==> src/rtl/msk_aes_rnd_supplier.sv <==
// Fresh-randomness producer for the masked AES core: a bank of seeded 32-bit xorshift generators
// loaded word-serially, warmed up, then stepped on demand; buses are driven straight from state.
module msk_aes_rnd_supplier #(
  parameter int unsigned d      = 2,
  parameter int unsigned WARMUP = 16,
  localparam int unsigned HPC2RND = d * (d - 1) / 2,
  localparam int unsigned W0 = 20 * 9 * HPC2RND,
  localparam int unsigned W2 = 20 * 3 * HPC2RND,
  localparam int unsigned W3 = 20 * 4 * HPC2RND,
  localparam int unsigned W4 = 20 * 18 * HPC2RND
) (
  input  logic          clk,
  input  logic          nrst,
  input  logic [31:0]   seed_in,
  input  logic          seed_valid,
  output logic          seed_ready,
  input  logic          reseed,
  input  logic          enable,
  output logic [W0-1:0] rnd_bus0,
  output logic [W2-1:0] rnd_bus2,
  output logic [W3-1:0] rnd_bus3,
  output logic [W4-1:0] rnd_bus4,
  output logic          pre_rnd0_valid,
  output logic          pre_rnd2_valid,
  output logic          pre_rnd3_valid,
  output logic          pre_rnd4_valid
);

  localparam int unsigned W  = W0 + W2 + W3 + W4;
  localparam int unsigned G  = (W + 31) / 32;
  localparam int unsigned IW = (G > 1) ? $clog2(G) : 1;
  localparam int unsigned CW = (WARMUP > 1) ? $clog2(WARMUP) : 1;

  typedef enum logic [1:0] {LOAD, WARM, RUN} state_e;

  state_e        state_q, state_d;
  logic [IW-1:0] idx_q, idx_d;
  logic [CW-1:0] cnt_q, cnt_d;
  logic [31:0]   s_q [G];
  logic [31:0]   s_d [G];
  logic          step_all;
  logic          load_en;
  logic [31:0]   seed_fix;
  logic [W-1:0]  r;

  function automatic logic [31:0] xs_step(input logic [31:0] x);
    logic [31:0] y;
    y = x ^ (x << 13);
    y = y ^ (y >> 17);
    y = y ^ (y << 5);
    return y;
  endfunction

  // An all-zero xorshift state is a fixed point, so a zero seed word is substituted.
  assign seed_fix = (seed_in == 32'h0) ? 32'h6B8B_4567 : seed_in;

  always_comb begin
    state_d  = state_q;
    idx_d    = idx_q;
    cnt_d    = cnt_q;
    step_all = 1'b0;
    load_en  = 1'b0;
    case (state_q)
      LOAD: begin
        if (seed_valid) begin
          load_en = 1'b1;
          if (idx_q == IW'(G - 1)) begin
            idx_d   = '0;
            state_d = (WARMUP == 0) ? RUN : WARM;
          end else begin
            idx_d = idx_q + IW'(1);
          end
        end
      end
      WARM: begin
        step_all = 1'b1;
        if (cnt_q == CW'(WARMUP - 1)) begin
          cnt_d   = '0;
          state_d = RUN;
        end else begin
          cnt_d = cnt_q + CW'(1);
        end
      end
      RUN:     step_all = enable;
      default: state_d = LOAD;
    endcase
    // Reseed overrides everything, including a coincident seed transfer.
    if (reseed) begin
      state_d  = LOAD;
      idx_d    = '0;
      cnt_d    = '0;
      step_all = 1'b0;
      load_en  = 1'b0;
    end
  end

  always_comb begin
    for (int i = 0; i < G; i++) begin
      s_d[i] = step_all ? xs_step(s_q[i]) : s_q[i];
      if (load_en && (idx_q == IW'(i))) s_d[i] = seed_fix;
    end
  end

  always_ff @(posedge clk or negedge nrst) begin
    if (!nrst) begin
      state_q <= LOAD;
      idx_q   <= '0;
      cnt_q   <= '0;
      for (int i = 0; i < G; i++) s_q[i] <= '0;
    end else begin
      state_q <= state_d;
      idx_q   <= idx_d;
      cnt_q   <= cnt_d;
      for (int i = 0; i < G; i++) s_q[i] <= s_d[i];
    end
  end

  always_comb begin
    for (int i = 0; i < W; i++) r[i] = s_q[i / 32][i % 32];
  end

  assign rnd_bus0 = r[W0-1:0];
  assign rnd_bus2 = r[W0+W2-1:W0];
  assign rnd_bus3 = r[W0+W2+W3-1:W0+W2];
  assign rnd_bus4 = r[W-1:W0+W2+W3];

  assign seed_ready     = (state_q == LOAD);
  assign pre_rnd0_valid = (state_q == RUN);
  assign pre_rnd2_valid = (state_q == RUN);
  assign pre_rnd3_valid = (state_q == RUN);
  assign pre_rnd4_valid = (state_q == RUN);

endmodule

==> config.mk <==
export PLATFORM = sky130hd
export DESIGN_NAME = msk_aes_rnd_supplier
export DESIGN_NICKNAME = d
export VERILOG_FILES = /design/src/rtl/msk_aes_rnd_supplier.sv
export SDC_FILE = /design/constraint.sdc
export NUM_CORES = 2
export LEC_CHECK = 0
export BUFFER_PORTS_ARGS = -buffer_cell sky130_fd_sc_hd__buf_2
export CAP_MARGIN = 10
export CORE_AREA = 5 5 413 253
export DETAILED_ROUTE_END_ITERATION = 8
export DIE_AREA = 0 0 418 258
export PLACE_DENSITY = 0.74
export REMOVE_ABC_BUFFERS = 1
export SKIP_CTS_REPAIR_TIMING = 1
export SYNTH_ARGS = -nofsm -noshare
export SYNTH_HDL_FRONTEND = slang
export SYNTH_SLANG_ARGS = --single-unit
==> constraint.sdc <==
create_clock -name clk -period 2 [get_ports clk]
set_clock_uncertainty 0.2 [all_clocks]
set_input_delay 0.4 -clock clk [delete_from_list [all_inputs] [get_ports clk]]
set_output_delay 0.4 -clock clk [all_outputs]
set_load 0.01 [all_outputs]
==> metrics.md <==
| Metric | Value |
|---|---|
| Crit Reg-Reg Startpoint | state_q[0]$_DFFE_PN0P_ |
| Final Net Count | 6306 |
| Number of global-route vias before repair | 41.10k |
| Slew @ Worst Pin | 1.102 ns |
| Worst reg2reg path depth | 11 |
| Seq pwr share | 31.9% |
| Clock network latency to the later pin of the worst-skew pair | 0.66 ns |
| Sum of negative setup slack | -199.38 ns |
| Syn_area_per_cell | about 9.3 µm² |
| Internal cell power | 38.64 mW |
| Part of the power in combinational logic | 43.6% |
| CP startpoint | state_q[0]$_DFFE_PN0P_ |
| Tightest slew margin relative to the limit | 26.48% |
| Switching fraction of total power | 37.71% |
| Number of enable flip-flop cells after synthesis | 0 |
| Footprint of the flip-flops and latches | 17890 µm² |
| Final weighted congestion in routability-driven placement | 0.9472 |
| Data arrival at the endpoint of the critical path | 2.76 ns |
| Initial core utilization | a little over half |
| Most common flop cell mapped by yosys | sky130_fd_sc_hd__dfrtp_1 |
| Worst Slack Setup Final | -0.4135 ns |
| Total Wirelength | 196500 µm |
| Most frequent cells in the layout | 876 x sky130_fd_sc_hd__xor2_1, 873 x sky130_fd_sc_hd__nand2_1, 720 x sky130_fd_sc_hd__buf_2 |
| Initial antenna violation count | 12 |
| Clock transition time at the flip-flop clock pins of the worst setup and hold paths | 0.07 ns |
| Critical path peak fanout | 10 |
| Pin count of the biggest net entering global routing | slightly above 90 |
| Die height | approximately 260 µm |
| Cell count after synthesis | 5792 |
| Capturing element of the worst setup path | rnd_bus4[152]$_DFFE_PN0P_ |
| Share of the yosys chip area belonging to registers | 33.37% |
| Kind of critical path | reg2reg |
| Area of the multi-input gates | 30070 µm² |
| RSZ-0062 raised after global routing | true |
| Portion of total power attributed to the clock network | between 20 and 25% |
| Floorplan die area | 107800 µm² |
| Violations in the final reports | setup timing |
| Min-Delay Path Class | in2async |
| Number of pins exceeding their max-slew limit in the final report | 0 |
| Crit. End Element | flop |
| Antenna Nets Post-Route | 0 |
| PortBufs | 721 |
| Detailed placer's ending HPWL | between 100000 and 150000 µm |
| Core Area | 100900 µm² |
| Critical path launch point type | flop |
| All-Layer GR Usage | around 34% |
| Share of async-settable or async-resettable flops after synthesis | 100.0% |
| Detailed router's first-iteration violation count | 4888 |
| Leakage power | ~32 nW |
| Number of filler cells placed in the layout | approximately 8.1k |
| Design area | 63280 µm² |
| Finished Core Util | 62.73% |
| CTS buffer count | 76 |
| Clock tree from TritonCTS | built |
| Root buffer selected by CTS | sky130_fd_sc_hd__clkbuf_16 |
| Worst endpoint required time | 2.35 ns |
| Worst slack at placement | -0.8399 ns |
| Critical register-to-register path endpoint | rnd_bus4[152]$_DFFE_PN0P_ |
| Setup slack of the most critical reg-to-reg path | -0.41 ns |
| Post-route clock period utilization | 120.7% |
| Shortest clock period the worst path allows after layout | 2.413 ns |
| Pre-Repair DR Iteration Count | 5 |
| Synthesis-stage register bit count | 715 |
| Per-cell via count in the routed design | 5.633 |
| Post-synthesis instance area | 53620 µm² |
| Area growth from synthesis to layout | 18.03% |
| Count of cell types in the netlist | 46 |
| VDD IR max | 0.8194 mV |
| Final hold violation count | 0 |
| Vias post-DR | 43.20k |
| Power dissipated by switching net loads | about 23 mW |
| Layout cell share with drive strength beyond 1 | 26.51% |
| Fmax achieved | 414.3 MHz |
| Post-Place Cell Area | 58880 µm² |
| Result of the run | complete, but fails checks |
| Overall power consumption | 62.04 mW |
| Row count | 91 |
| Post-detailed-route DRC marker count | 0 |
| Final count of negative-setup-slack endpoints | about 740 |
| I/O pin total | 722 |
| Average wire per standard cell | between 20 and 30 µm |
| Leading cell type in the layout, fill and taps excluded | sky130_fd_sc_hd__xor2_1 |
| Synthesis Warnings | 0 |
| Overall die width | 418 µm |
| Number of sinks on the clock net | 715 |
| Global-route wire length before repair | 276100 µm |
| Global route overflow | 0 |
| H-tree level count | 3 |
| Worst-case clock buffer depth | 3 |
| Max capacitance violation total | 0 |
| Power density over cell area | 980.4 nW/µm² |
critical path, stage by stage (launching register included):
cell and delay [ns]:
sky130_fd_sc_hd__dfrtp_1 0.40, sky130_fd_sc_hd__inv_2 0.11, sky130_fd_sc_hd__ha_4 0.16, sky130_fd_sc_hd__a21oi_4 0.06, sky130_fd_sc_hd__buf_6 0.11, sky130_fd_sc_hd__nor3b_4 0.26, sky130_fd_sc_hd__buf_6 0.19, sky130_fd_sc_hd__buf_12 0.19
sky130_fd_sc_hd__clkbuf_16 0.19, sky130_fd_sc_hd__nand2_1 0.06, sky130_fd_sc_hd__xor2_1 0.14, sky130_fd_sc_hd__o21ai_0 0.23
worst min-delay path by stage:
stage	from	to	slack (ns)	cells past startpoint
4_1_cts	nrst	rnd_bus4[223]$_DFFE_PN0P_	-0.65	1
5_1_grt	nrst	rnd_bus4[355]$_DFFE_PN0P_	-0.009	2
6_report	nrst	rnd_bus4[355]$_DFFE_PN0P_	0.01	2
3_3_place_gp	nrst	rnd_bus4[196]$_DFFE_PN0P_	0.07	1
3_5_place_dp	nrst	rnd_bus4[196]$_DFFE_PN0P_	0.08	1
2_1_floorplan	nrst	cnt_q[0]$_DFFE_PN0P_	-0.1	0
flip-flops by register name, indices dropped and copies added, names as in the netlist:
signal and flops:
rnd_bus4 360, rnd_bus0 180, rnd_bus3 80, rnd_bus2 60, s_q 24, idx_q 5
cnt_q 4, state_q 2
power groups by stage:
stage	combinational [mW]	sequential, mW	clock (mW)
4_1_cts	25.1	19.6	15.2
3_3_place_gp	24.4	19.7	0
5_1_grt	28.7	20.0	15.8
3_5_place_dp	24.9	19.8	0
6_report	27.1	19.8	15.2
2_1_floorplan	14.6	20.2	0
cell type report:
cell class | count | share of cell area, %
tap | 1348 | 2.665
sequential | 715 | 28.27
inverter | 6 | 0.03559
clock buffer | 104 | 3.399
clock inverter | 29 | 0.6307
antenna | 7 | 0.02768
multi-input combinational | 4080 | 47.51
timing repair buffer | 1381 | 17.46
metal layers:
layer	routed length [µm]	up-vias	GRT usage, %
met3	22800	556	9.535
met4	10960	4	15.56
met5	27	-	0
met1	79750	21240	47.90
met2	82940	2569	49.47
li1	-	18840	-
cells by family (layout without fill, tap and decap cells):
kind of cell / Yosys count / after routing / synth area share (%)
muxes: 35 / 35 / 0.6558
DFF: 715 / 715 / 33.37
other: 0 / 7 / 0
adders and majority gates: 9 / 9 / 0.2100
and+or+nand+nor: 1447 / 1447 / 10.86
buffers and inverters: 997 / 1520 / 12.25
AOI/OAI and AO/OA: 774 / 774 / 7.610
xor gates and xnor gates: 1815 / 1815 / 35.05
metrics by stage:
step / instances / hold WS (ns)
finish: 7670 / 0.01240
global route: 7665 / -0.009115
CTS: 7611 / -0.6481
detailed placement: 7478 / 0.07893
global placement: 7478 / 0.07283
floorplan: 4801 / -0.09559
synth_stat cells, types with 2 or more instances:
cell	number	area [µm²]
sky130_fd_sc_hd__and2_1	6	37.54
sky130_fd_sc_hd__and4_1	21	183.9
sky130_fd_sc_hd__inv_1	6	22.52
sky130_fd_sc_hd__o21ai_0	391	1957
sky130_fd_sc_hd__nand2_1	916	3438
sky130_fd_sc_hd__nand2b_1	2	12.51
sky130_fd_sc_hd__clkbuf_1	138	518.0
sky130_fd_sc_hd__and2_4	3	26.28
sky130_fd_sc_hd__nor2b_1	3	18.77
sky130_fd_sc_hd__nand4_1	4	25.02
sky130_fd_sc_hd__nand3_1	9	45.04
sky130_fd_sc_hd__buf_4	684	5135
sky130_fd_sc_hd__xnor2_1	710	6218
sky130_fd_sc_hd__buf_2	151	755.7
sky130_fd_sc_hd__xor2_1	889	7786
sky130_fd_sc_hd__a31oi_1	6	37.54
sky130_fd_sc_hd__nor3_1	87	435.4
sky130_fd_sc_hd__nor2_1	363	1363
sky130_fd_sc_hd__buf_6	9	101.4
sky130_fd_sc_hd__xor3_1	57	1355
sky130_fd_sc_hd__a21oi_1	300	1501
sky130_fd_sc_hd__or3_1	8	50.05
sky130_fd_sc_hd__ha_1	9	112.6
sky130_fd_sc_hd__buf_1	9	33.78
sky130_fd_sc_hd__o211ai_1	2	15.01
sky130_fd_sc_hd__a22oi_1	22	165.2
sky130_fd_sc_hd__xnor3_1	135	3040
sky130_fd_sc_hd__and3_1	6	37.54
sky130_fd_sc_hd__nor4_1	8	50.05
sky130_fd_sc_hd__xor2_2	24	390.4
sky130_fd_sc_hd__a211oi_1	40	300.3
sky130_fd_sc_hd__nor3_2	3	30.03
sky130_fd_sc_hd__dfrtp_1	715	17890
sky130_fd_sc_hd__mux2i_1	34	340.3
sky130_fd_sc_hd__nand4b_1	2	17.52
sky130_fd_sc_hd__o21bai_1	10	75.07
Note: power is estimated with default switching activity, not from simulation.
